--- src/rtl/rv_inst_decoder_pkg.sv ---
// ---------------------------------------------------------------------------
// rv_inst_decoder_pkg
// Shared definitions for the RV32I instruction decoder: instruction/register
// geometry, base opcodes, ALU operation codes, branch condition codes,
// writeback source encodings and the internal control bundle type.
// ---------------------------------------------------------------------------
package rv_inst_decoder_pkg;

   // Geometry
   localparam int unsigned INST_WIDTH   = 32;
   localparam int unsigned NUM_REGISTER = 32;
   localparam int unsigned REG_ADDR_W   = $clog2(NUM_REGISTER);
   localparam int unsigned OPCODE       = 7;

   // Base opcodes (inst[6:0])
   localparam logic [OPCODE-1:0] OP_LUI    = 7'b0110111;
   localparam logic [OPCODE-1:0] OP_AUIPC  = 7'b0010111;
   localparam logic [OPCODE-1:0] OP_JAL    = 7'b1101111;
   localparam logic [OPCODE-1:0] OP_JALR   = 7'b1100111;
   localparam logic [OPCODE-1:0] OP_BRANCH = 7'b1100011;
   localparam logic [OPCODE-1:0] OP_LOAD   = 7'b0000011;
   localparam logic [OPCODE-1:0] OP_STORE  = 7'b0100011;
   localparam logic [OPCODE-1:0] OP_ALUI   = 7'b0010011;
   localparam logic [OPCODE-1:0] OP_ALU    = 7'b0110011;

   // ALU operation codes
   localparam int unsigned ALU_OP_W = 6;
   localparam logic [ALU_OP_W-1:0] OP_ALU_ADD  = 6'd0;
   localparam logic [ALU_OP_W-1:0] OP_ALU_SUB  = 6'd1;
   localparam logic [ALU_OP_W-1:0] OP_ALU_SLL  = 6'd2;
   localparam logic [ALU_OP_W-1:0] OP_ALU_SLT  = 6'd3;
   localparam logic [ALU_OP_W-1:0] OP_ALU_SLTU = 6'd4;
   localparam logic [ALU_OP_W-1:0] OP_ALU_XOR  = 6'd5;
   localparam logic [ALU_OP_W-1:0] OP_ALU_SRL  = 6'd6;
   localparam logic [ALU_OP_W-1:0] OP_ALU_SRA  = 6'd7;
   localparam logic [ALU_OP_W-1:0] OP_ALU_OR   = 6'd8;
   localparam logic [ALU_OP_W-1:0] OP_ALU_AND  = 6'd9;

   // Branch condition codes
   localparam logic [2:0] BRANCH_BEQ      = 3'b000;
   localparam logic [2:0] BRANCH_BNE      = 3'b001;
   localparam logic [2:0] BRANCH_JAL_JALR = 3'b010;
   localparam logic [2:0] BRANCH_BLT      = 3'b100;
   localparam logic [2:0] BRANCH_BGE      = 3'b101;
   localparam logic [2:0] BRANCH_BLTU     = 3'b110;
   localparam logic [2:0] BRANCH_BGEU     = 3'b111;

   // Writeback source select
   localparam logic [1:0] RES_ALU  = 2'b00;
   localparam logic [1:0] RES_PC4  = 2'b01;
   localparam logic [1:0] RES_LOAD = 2'b10;

   // Per-opcode control bundle; use_rs1/use_rs2 gate the source addresses.
   typedef struct packed {
      logic       branch;
      logic [1:0] result_mux;
      logic [2:0] branch_op;
      logic       mem_write;
      logic       alu_src_a;
      logic       alu_src_b;
      logic       reg_write;
      logic       use_rs1;
      logic       use_rs2;
      logic       use_alu_decode;
      logic       illegal;
   } ctrl_t;

   // funct3 to ALU op, before the funct7[5] SUB/SRA refinement.
   function automatic logic [ALU_OP_W-1:0] alu_op_from_funct3(input logic [2:0] funct3);
      logic [ALU_OP_W-1:0] op;
      case (funct3)
         3'b000:  op = OP_ALU_ADD;
         3'b001:  op = OP_ALU_SLL;
         3'b010:  op = OP_ALU_SLT;
         3'b011:  op = OP_ALU_SLTU;
         3'b100:  op = OP_ALU_XOR;
         3'b101:  op = OP_ALU_SRL;
         3'b110:  op = OP_ALU_OR;
         default: op = OP_ALU_AND;
      endcase
      return op;
   endfunction

endpackage

--- src/rtl/rv_inst_decoder_alu_op.sv ---
// ---------------------------------------------------------------------------
// rv_inst_decoder_alu_op
// Maps funct3/funct7[5] of an OP or OP-IMM instruction to an ALU op code.
// Ports:
//   funct3     in  3  inst[14:12]
//   funct7_b5  in  1  inst[30]
//   reg_form   in  1  1 = register-register (OP), 0 = immediate (OP-IMM)
//   alu_op     out 6  decoded ALU operation
// ---------------------------------------------------------------------------
module rv_inst_decoder_alu_op
   import rv_inst_decoder_pkg::*;
(
   input  logic [2:0]          funct3,
   input  logic                funct7_b5,
   input  logic                reg_form,
   output logic [ALU_OP_W-1:0] alu_op
);

   always_comb begin
      alu_op = alu_op_from_funct3(funct3);
      // Shift-right type is encoded in inst[30] for both forms.
      if (funct3 == 3'b101 && funct7_b5) begin
         alu_op = OP_ALU_SRA;
      end
      // Immediates have no SUB: inst[30] is part of the immediate there.
      if (reg_form && funct3 == 3'b000 && funct7_b5) begin
         alu_op = OP_ALU_SUB;
      end
   end

endmodule

--- src/rtl/rv_inst_decoder.sv ---
// ---------------------------------------------------------------------------
// rv_inst_decoder
// Combinational RV32I instruction decoder for the single-cycle CPU. Splits an
// instruction word into register addresses, opcode and datapath controls.
// The only state is a sticky flag recording that an unsupported opcode was
// decoded since the last reset.
// Ports:
//   i_clk            in   1  clock (sticky flag only)
//   i_rst_n          in   1  synchronous active-low reset (sticky flag only)
//   i_inst           in  32  instruction word
//   o_opcode         out  7  inst[6:0]
//   o_branch         out  1  control-flow instruction (JAL, JALR, BRANCH)
//   o_result_mux     out  2  writeback source: ALU / PC+4 / load data
//   o_branch_op      out  3  branch condition code
//   o_mem_write      out  1  data memory write enable
//   o_alu_src_a      out  1  ALU operand A: 0 = rs1, 1 = PC
//   o_alu_src_b      out  1  ALU operand B: 0 = rs2, 1 = immediate
//   o_reg_write      out  1  register file write enable
//   o_alu_op         out  6  ALU operation code
//   o_rs1_addr       out  5  source register 1
//   o_rs2_addr       out  5  source register 2
//   o_rd_addr        out  5  destination register
//   o_illegal        out  1  current opcode is unsupported
//   o_illegal_seen   out  1  registered sticky illegal flag
// ---------------------------------------------------------------------------
module rv_inst_decoder
   import rv_inst_decoder_pkg::*;
(
   input  logic                  i_clk,
   input  logic                  i_rst_n,
   input  logic [INST_WIDTH-1:0] i_inst,
   output logic [OPCODE-1:0]     o_opcode,
   output logic                  o_branch,
   output logic [1:0]            o_result_mux,
   output logic [2:0]            o_branch_op,
   output logic                  o_mem_write,
   output logic                  o_alu_src_a,
   output logic                  o_alu_src_b,
   output logic                  o_reg_write,
   output logic [ALU_OP_W-1:0]   o_alu_op,
   output logic [REG_ADDR_W-1:0] o_rs1_addr,
   output logic [REG_ADDR_W-1:0] o_rs2_addr,
   output logic [REG_ADDR_W-1:0] o_rd_addr,
   output logic                  o_illegal,
   output logic                  o_illegal_seen
);

   logic [OPCODE-1:0]   opcode;
   logic [2:0]          funct3;
   logic                funct7_b5;
   logic                reg_form;
   logic [ALU_OP_W-1:0] alu_decoded;
   ctrl_t               ctrl;
   logic                illegal_seen_q;
   logic                illegal_seen_d;

   assign opcode    = i_inst[6:0];
   assign funct3    = i_inst[14:12];
   assign funct7_b5 = i_inst[30];
   assign reg_form  = (opcode == OP_ALU);

   // Remaining funct7 bits carry no decode information in RV32I base.
   logic unused_inst;
   assign unused_inst = ^{i_inst[31], i_inst[29:25]};

   rv_inst_decoder_alu_op u_alu_op (
      .funct3    (funct3),
      .funct7_b5 (funct7_b5),
      .reg_form  (reg_form),
      .alu_op    (alu_decoded)
   );

   always_comb begin
      ctrl = '0;
      case (opcode)
         OP_LUI: begin
            // rs1 held at x0 so the ALU produces x0 + imm.
            ctrl.alu_src_b = 1'b1;
            ctrl.reg_write = 1'b1;
         end
         OP_AUIPC: begin
            ctrl.alu_src_a = 1'b1;
            ctrl.alu_src_b = 1'b1;
            ctrl.reg_write = 1'b1;
         end
         OP_JAL: begin
            ctrl.branch     = 1'b1;
            ctrl.result_mux = RES_PC4;
            ctrl.branch_op  = BRANCH_JAL_JALR;
            ctrl.alu_src_a  = 1'b1;
            ctrl.alu_src_b  = 1'b1;
            ctrl.reg_write  = 1'b1;
         end
         OP_JALR: begin
            ctrl.branch     = 1'b1;
            ctrl.result_mux = RES_PC4;
            ctrl.branch_op  = BRANCH_JAL_JALR;
            ctrl.alu_src_b  = 1'b1;
            ctrl.reg_write  = 1'b1;
            ctrl.use_rs1    = 1'b1;
         end
         OP_BRANCH: begin
            // ALU forms the target PC + imm; the branch unit compares rs1/rs2.
            ctrl.branch    = 1'b1;
            ctrl.branch_op = funct3;
            ctrl.alu_src_a = 1'b1;
            ctrl.alu_src_b = 1'b1;
            ctrl.use_rs1   = 1'b1;
            ctrl.use_rs2   = 1'b1;
         end
         OP_LOAD: begin
            ctrl.result_mux = RES_LOAD;
            ctrl.alu_src_b  = 1'b1;
            ctrl.reg_write  = 1'b1;
            ctrl.use_rs1    = 1'b1;
         end
         OP_STORE: begin
            ctrl.mem_write = 1'b1;
            ctrl.alu_src_b = 1'b1;
            ctrl.use_rs1   = 1'b1;
            ctrl.use_rs2   = 1'b1;
         end
         OP_ALUI: begin
            ctrl.alu_src_b      = 1'b1;
            ctrl.reg_write      = 1'b1;
            ctrl.use_rs1        = 1'b1;
            ctrl.use_alu_decode = 1'b1;
         end
         OP_ALU: begin
            ctrl.reg_write      = 1'b1;
            ctrl.use_rs1        = 1'b1;
            ctrl.use_rs2        = 1'b1;
            ctrl.use_alu_decode = 1'b1;
         end
         default: begin
            ctrl.illegal = 1'b1;
         end
      endcase
   end

   assign o_opcode     = opcode;
   assign o_branch     = ctrl.branch;
   assign o_result_mux = ctrl.result_mux;
   assign o_branch_op  = ctrl.branch_op;
   assign o_mem_write  = ctrl.mem_write;
   assign o_alu_src_a  = ctrl.alu_src_a;
   assign o_alu_src_b  = ctrl.alu_src_b;
   assign o_reg_write  = ctrl.reg_write;
   assign o_alu_op     = ctrl.use_alu_decode ? alu_decoded : OP_ALU_ADD;
   assign o_rs1_addr   = ctrl.use_rs1 ? i_inst[19:15] : '0;
   assign o_rs2_addr   = ctrl.use_rs2 ? i_inst[24:20] : '0;
   assign o_rd_addr    = ctrl.reg_write ? i_inst[11:7] : '0;
   assign o_illegal    = ctrl.illegal;

   // Sticky illegal flag; reset wins over a simultaneous illegal opcode.
   always_comb begin
      illegal_seen_d = illegal_seen_q;
      if (!i_rst_n) begin
         illegal_seen_d = 1'b0;
      end else if (ctrl.illegal) begin
         illegal_seen_d = 1'b1;
      end
   end

   always_ff @(posedge i_clk) begin
      illegal_seen_q <= illegal_seen_d;
   end

   assign o_illegal_seen = illegal_seen_q;

endmodule

--- config.mk ---
export PLATFORM = sky130hd
export DESIGN_NAME = rv_inst_decoder
export DESIGN_NICKNAME = d
export VERILOG_FILES = /design/src/rtl/rv_inst_decoder_pkg.sv /design/src/rtl/rv_inst_decoder_alu_op.sv /design/src/rtl/rv_inst_decoder.sv
export SDC_FILE = /design/constraint.sdc
export NUM_CORES = 1
export LEC_CHECK = 0
export BUFFER_PORTS_ARGS = -buffer_cell sky130_fd_sc_hd__clkbuf_2
export CORE_MARGIN = 5
export CORE_UTILIZATION = 32
export CTS_BUF_LIST = sky130_fd_sc_hd__clkbuf_4 sky130_fd_sc_hd__clkbuf_8
export DETAILED_ROUTE_END_ITERATION = 7
export PLACE_DENSITY = 0.82
export SETUP_SLACK_MARGIN = 0.05
export SYNTH_ARGS = -nofsm -noshare
export SYNTH_HDL_FRONTEND = slang
export SYNTH_SLANG_ARGS = --single-unit
export TNS_END_PERCENT = 50
--- constraint.sdc ---
create_clock -name i_clk -period 1.2 [get_ports i_clk]
set_clock_uncertainty 0.2 [all_clocks]
set_input_delay 0 -clock i_clk [delete_from_list [all_inputs] [get_ports i_clk]]
set_output_delay 0 -clock i_clk [all_outputs]
set_load 0.01 [all_outputs]
Word-level counts from Yosys, hierarchy flattened:

Cells that the tools add are included.

* register bits: 1
* output and inout bits: 40
* word-level logic and storage cells: 47

* equality and inequality tests: 15
* multiplexer cells: 18
* reduce and logical (&&, ||, !) cells: 13

Operator list (count)
* case mux 4 bit (7 select lines): 1
* equality test 7 x 6 -> 1 bit, second input constant: 3
* equality test 7 bit, second input constant: 3
* two-way mux 5 bit: 3
* equality test 7 x 5 -> 1 bit, second input constant: 2
* equality test 3 bit, second input constant: 3
* two-way mux 1 bit: 9
* OR reduction 3 bit: 3
* OR reduction 9 bit: 1
* two-way mux 4 bit: 2
* OR reduction 8 bit: 1
* equality test 7 x 2 -> 1 bit, second input constant: 1
* OR reduction 7 bit: 1
* equality test 3 x 2 -> 1 bit, second input constant: 2
* two-way mux 6 bit: 1
* case mux 3 bit (2 select lines): 1
* OR reduction 6 bit: 1
* case mux 2 bit (2 select lines): 1
* OR reduction 2 bit: 2
* equality test 3 x 1 -> 1 bit, second input constant: 1
* logical AND 1 bit: 3
* zero test 3 bit: 1

Longest topological paths before layout:

* depth after elaboration: 5
* depth in mapped cells: 4
* gate-level depth less buffers: 3

Modules after synthesis:

A second synthesis with hierarchy kept.

* cells, all modules: 92
* area total of the unflattened synthesis: 594.3 sq um

By module, submodules not included
* rv_inst_decoder: times used 1, cells each 77, area each 501.7 sq um, sequential area each 20.0 sq um
* rv_inst_decoder_alu_op: times used 1, cells each 15, area each 92.6 sq um, sequential area each 0.0 sq um

Worst setup path before layout:

OpenSTA, ideal clock, no wires.

* path kind: input to output
* from: in i_inst[2]
* to: out o_alu_op[0]
* arrival time: 811 ps
* data required time: 1000 ps
* path slack: 189 ps
* cell stages on the path: 4
* cell sequence: buf_6 and4bb_4 nand2_2 a2111oi_2

* cells in the longest elaborated chain, start to end: 5
* elaborated cells on any way between the ends: 8
* classes of those cells: eq/ne (2); mux (3); reduce/logical (3)

Ends and longest elaborated chain
* start: declaration: RTL line rv_inst_decoder.sv:31 `input logic [INST_WIDTH-1:0] i_inst,`
* equality test 7 x 6 -> 1 bit: RTL line rv_inst_decoder.sv:60, rv_inst_decoder.sv:75
* logical AND 1 bit (2 in a row): RTL line rv_inst_decoder_alu_op.sv:26 `if (reg_form && funct3 == 3'b000 && funct7_b5) begin`
* two-way mux 4 bit: RTL line rv_inst_decoder_alu_op.sv:26
* two-way mux 6 bit *: RTL line rv_inst_decoder.sv:149 `assign o_alu_op = ctrl.use_alu_decode ? alu_decoded : OP_ALU_ADD;`
* end: declaration: RTL line rv_inst_decoder.sv:40 `output logic [ALU_OP_W-1:0] o_alu_op,`

Every way passes the cells marked *; elsewhere a longest branch is shown, timed or not.

Worst setup path after layout:

* from: in i_inst[0]
* to: out o_rd_addr[4]

* cells in the longest elaborated chain, start to end: 4
* elaborated cells on any way between the ends: 10
* classes of those cells: eq/ne (7); mux (2); reduce/logical (1)

Ends and longest elaborated chain
* equality test 7 x 5 -> 1 bit (tied with other cells): RTL line rv_inst_decoder.sv:75 `case (opcode)`
* OR reduction 7 bit (no line) *
* two-way mux 1 bit *: RTL line rv_inst_decoder.sv:75
* two-way mux 5 bit *: RTL line rv_inst_decoder.sv:152 `assign o_rd_addr = ctrl.reg_write ? i_inst[11:7] : '0;`
* end: declaration: RTL line rv_inst_decoder.sv:43 `output logic [REG_ADDR_W-1:0] o_rd_addr,`

Marked as above.

==> flow_summary.ini <==
[global_routing]
grt_max_degree = 10
grt_antenna_before_repair = 0
grt.overflow.total = 0
grt_pass1_vias = 687
grt_first_pass_wirelength_um = 2770
grt_use_total_pct = 12.5

[worst_hold_path]
min_path_type = primary input to output port
whs_path_depth = 2

[critical_path]
ff2ff_path_depth = 2
critPathArrivalTime_ps = 930
cp_data_required_time_ps = 1000
cp_slowest_cell = and3b_2
crit_chain = buf_8 > and3b_2 > buf_6 > a2bb2oi_4 > a21boi_1 > buf_2
start_kind = primary input
end_kind = output port
cp_slowest_stage_delay_ps = 240
path_class = primary input to output port
cp_max_fo = 6

[floorplanning]
die_x_um = 52.0
coreArea_um2 = 1710
rows = 15
boundaryPins = 74
start_util_pct = 33.0
die_area_um2 = 2700
die-height_um = 52.0

[cells_and_area]
synthToLayoutAreaGrowth_pct = 79.8
final_nets = 183
drive_gt1_share_pct = 64.6
postLayoutCoreUtil_pct = 59.4
antenna_cells = 0
fillers = 174
largest_reg_flops = 1
finalInstanceArea_um2 = 1010

[logic_synthesis]
synth-xor-area-share_pct = 1.55
ys_seq_area_share_pct = 3.55
ys.flop_type = dfxtp_1
netlist_area_um2 = 564
synthDistinctLibCells = 33
synth_compound_area_share_pct = 26.8
synth-edff-count = 0
avgSynthCellArea_um2 = 6.72
yosys.area_share.adder_pct = 0
synth_cells = 84
ys_ff_latch = 1
async_reset_ff_share_pct = 0
synth.mux.area_fraction_pct = 0
synth_simple_gate_area_share_pct = 49.2
synth_top_family_by_area = simple AND/OR/NAND/NOR gates
yosysWarnings = 0

[placed_design]
placed_area_um2 = 860
post-dp-hpwl_um = 1710
io_buffers = 65
gp_congestion = 0.879

[power_and_ir_drop]
p_seq_share_pct = 13.2
switching_power_w = 0.000118
combPwrFrac_pct = 86.8
ir_drop_v = 0.000289
clkPwrFrac_pct = 0
p_sw_share_pct = 42.3
p_int_w = 0.000161
leakage_nw = 0.563
power_density_nw_per_um2 = 276

[detailed_routing]
drc = 0
drtIter0Drc = 11
vias = 808
ant_nets = 0
viasPerCell = 4.70
routed_wl_um = 2080
drtPass1Iterations = 4
wl_per_cell_um = 12.1

[clock_network]
clkLatencyLatePin_ps = 0
cts_hold_buffers = 0

[sta]
setup_violations = 0
fmax_ghz = 0.885
setup_tns_ps = 0
period_minus_slack_ps = 1130
fin_hold_ws_ps = 3.40
hold_viol_final = 0
drv_slew = 0
rsz0062_at_grt = true
finalCritPeriodShare_pct = 94.2

[status]
status = finished clean

[run]
drv_cap = 0
-- worst max-delay path, delay by kind of cell --
family | cells | cell delay [ps]
AO/OA/AOI/OAI | 2 | 290
buffers and inverters | 3 | 390
AND/OR/NAND/NOR | 1 | 240
-- through the flow --
stage / total power [W] / instances / setup WS (ps)
floorplan: 0.000157 / 85 / 189
global placement: 0.000227 / 167 / 64.7
detailed placement: 0.000233 / 167 / 6.80
CTS: 0.000242 / 169 / 48.4
global route: 0.000301 / 172 / 39.0
finish: 0.000280 / 172 / 70.2
-- final timing paths --
path                          startpoint                          end  slack [ps]
max                            i_inst[0]                 o_rd_addr[4]          70
min                            i_inst[3]                  o_opcode[3]           3
max reg2reg  o_illegal_seen$_SDFFE_PN0P_  o_illegal_seen$_SDFFE_PN0P_         400
min reg2reg  o_illegal_seen$_SDFFE_PN0P_  o_illegal_seen$_SDFFE_PN0P_         310
-- cell families (layout without fill, tap and decap cells) --
group | count (synthesis) | in the layout
AO/OA/AOI/OAI | 20 | 20
XOR/XNOR | 1 | 1
buffers and inverters | 14 | 76
flip-flops | 1 | 1
other | 1 | 2
AND/OR/NAND/NOR | 47 | 47
-- metal layers --
metal / track usage (%) / routed length [µm] / vias up
li1: - / - / 405
met2: 25.5 / 1090 / 42
met5: 0 / 0 / -
met4: 0 / 0 / 0
met1: 13.7 / 763 / 361
met3: 2.58 / 224 / 0
-- layout by cell type, fill, tap and decap left out, drive strengths merged --
cell type	n
a2111oi	1
a211oi	1
a21boi	6
a21oi	4
a2bb2oi	1
a31o	2
and2	10
and2b	3
and3	3
and3b	2
and4bb	1
buf	19
clkbuf	55
conb	2
dfxtp	1
inv	2
nand2	11
nand2b	1
nand3	3
nand3b	2
nor2	8
nor2b	1
nor3	1
nor3b	1
o21a	1
o21ai	3
o32ai	1
xnor2	1
-- power by group through the flow --
stage	Clock, W	Combinational, W	Sequential [W]
2_1_floorplan	0	0.000119	0.0000381
3_3_place_gp	0	0.000190	0.0000370
3_5_place_dp	0	0.000196	0.0000370
4_1_cts	0	0.000205	0.0000370
5_1_grt	0	0.000264	0.0000374
6_report	0	0.000243	0.0000370
-- area by class of cell --
class	count	area, µm²	share of cell area (%)
multi-input cells	70	514	50.7
repair buffers	74	442	43.5
well taps	25	31.3	3.08
flip-flops and latches	1	20.0	1.97
inverters	2	7.51	0.740
-- Yosys cell counts, types with 2 or more instances --
library cell	count	area [µm²]
a21boi_1	6	45.0
and3_2	2	15.0
nand3_1	3	15.0
buf_6	2	22.5
a21oi_1	4	20.0
inv_1	2	7.51
o21ai_0	3	15.0
and2_1	10	62.6
nor2_1	8	30.0
a31o_2	2	17.5
nand2_1	10	37.5
nand3b_1	2	15.0
buf_4	9	67.6
and2b_2	2	17.5
-- what timing repair did --
item                                    4_1_cts  5_1_grt
pin swaps                                     1        8
endpoints found under the setup margin        4       22
cloned                                        0        0
resized for setup                             3       38
setup buffers                                 2        3
Note: power is estimated with default switching activity, not from simulation.
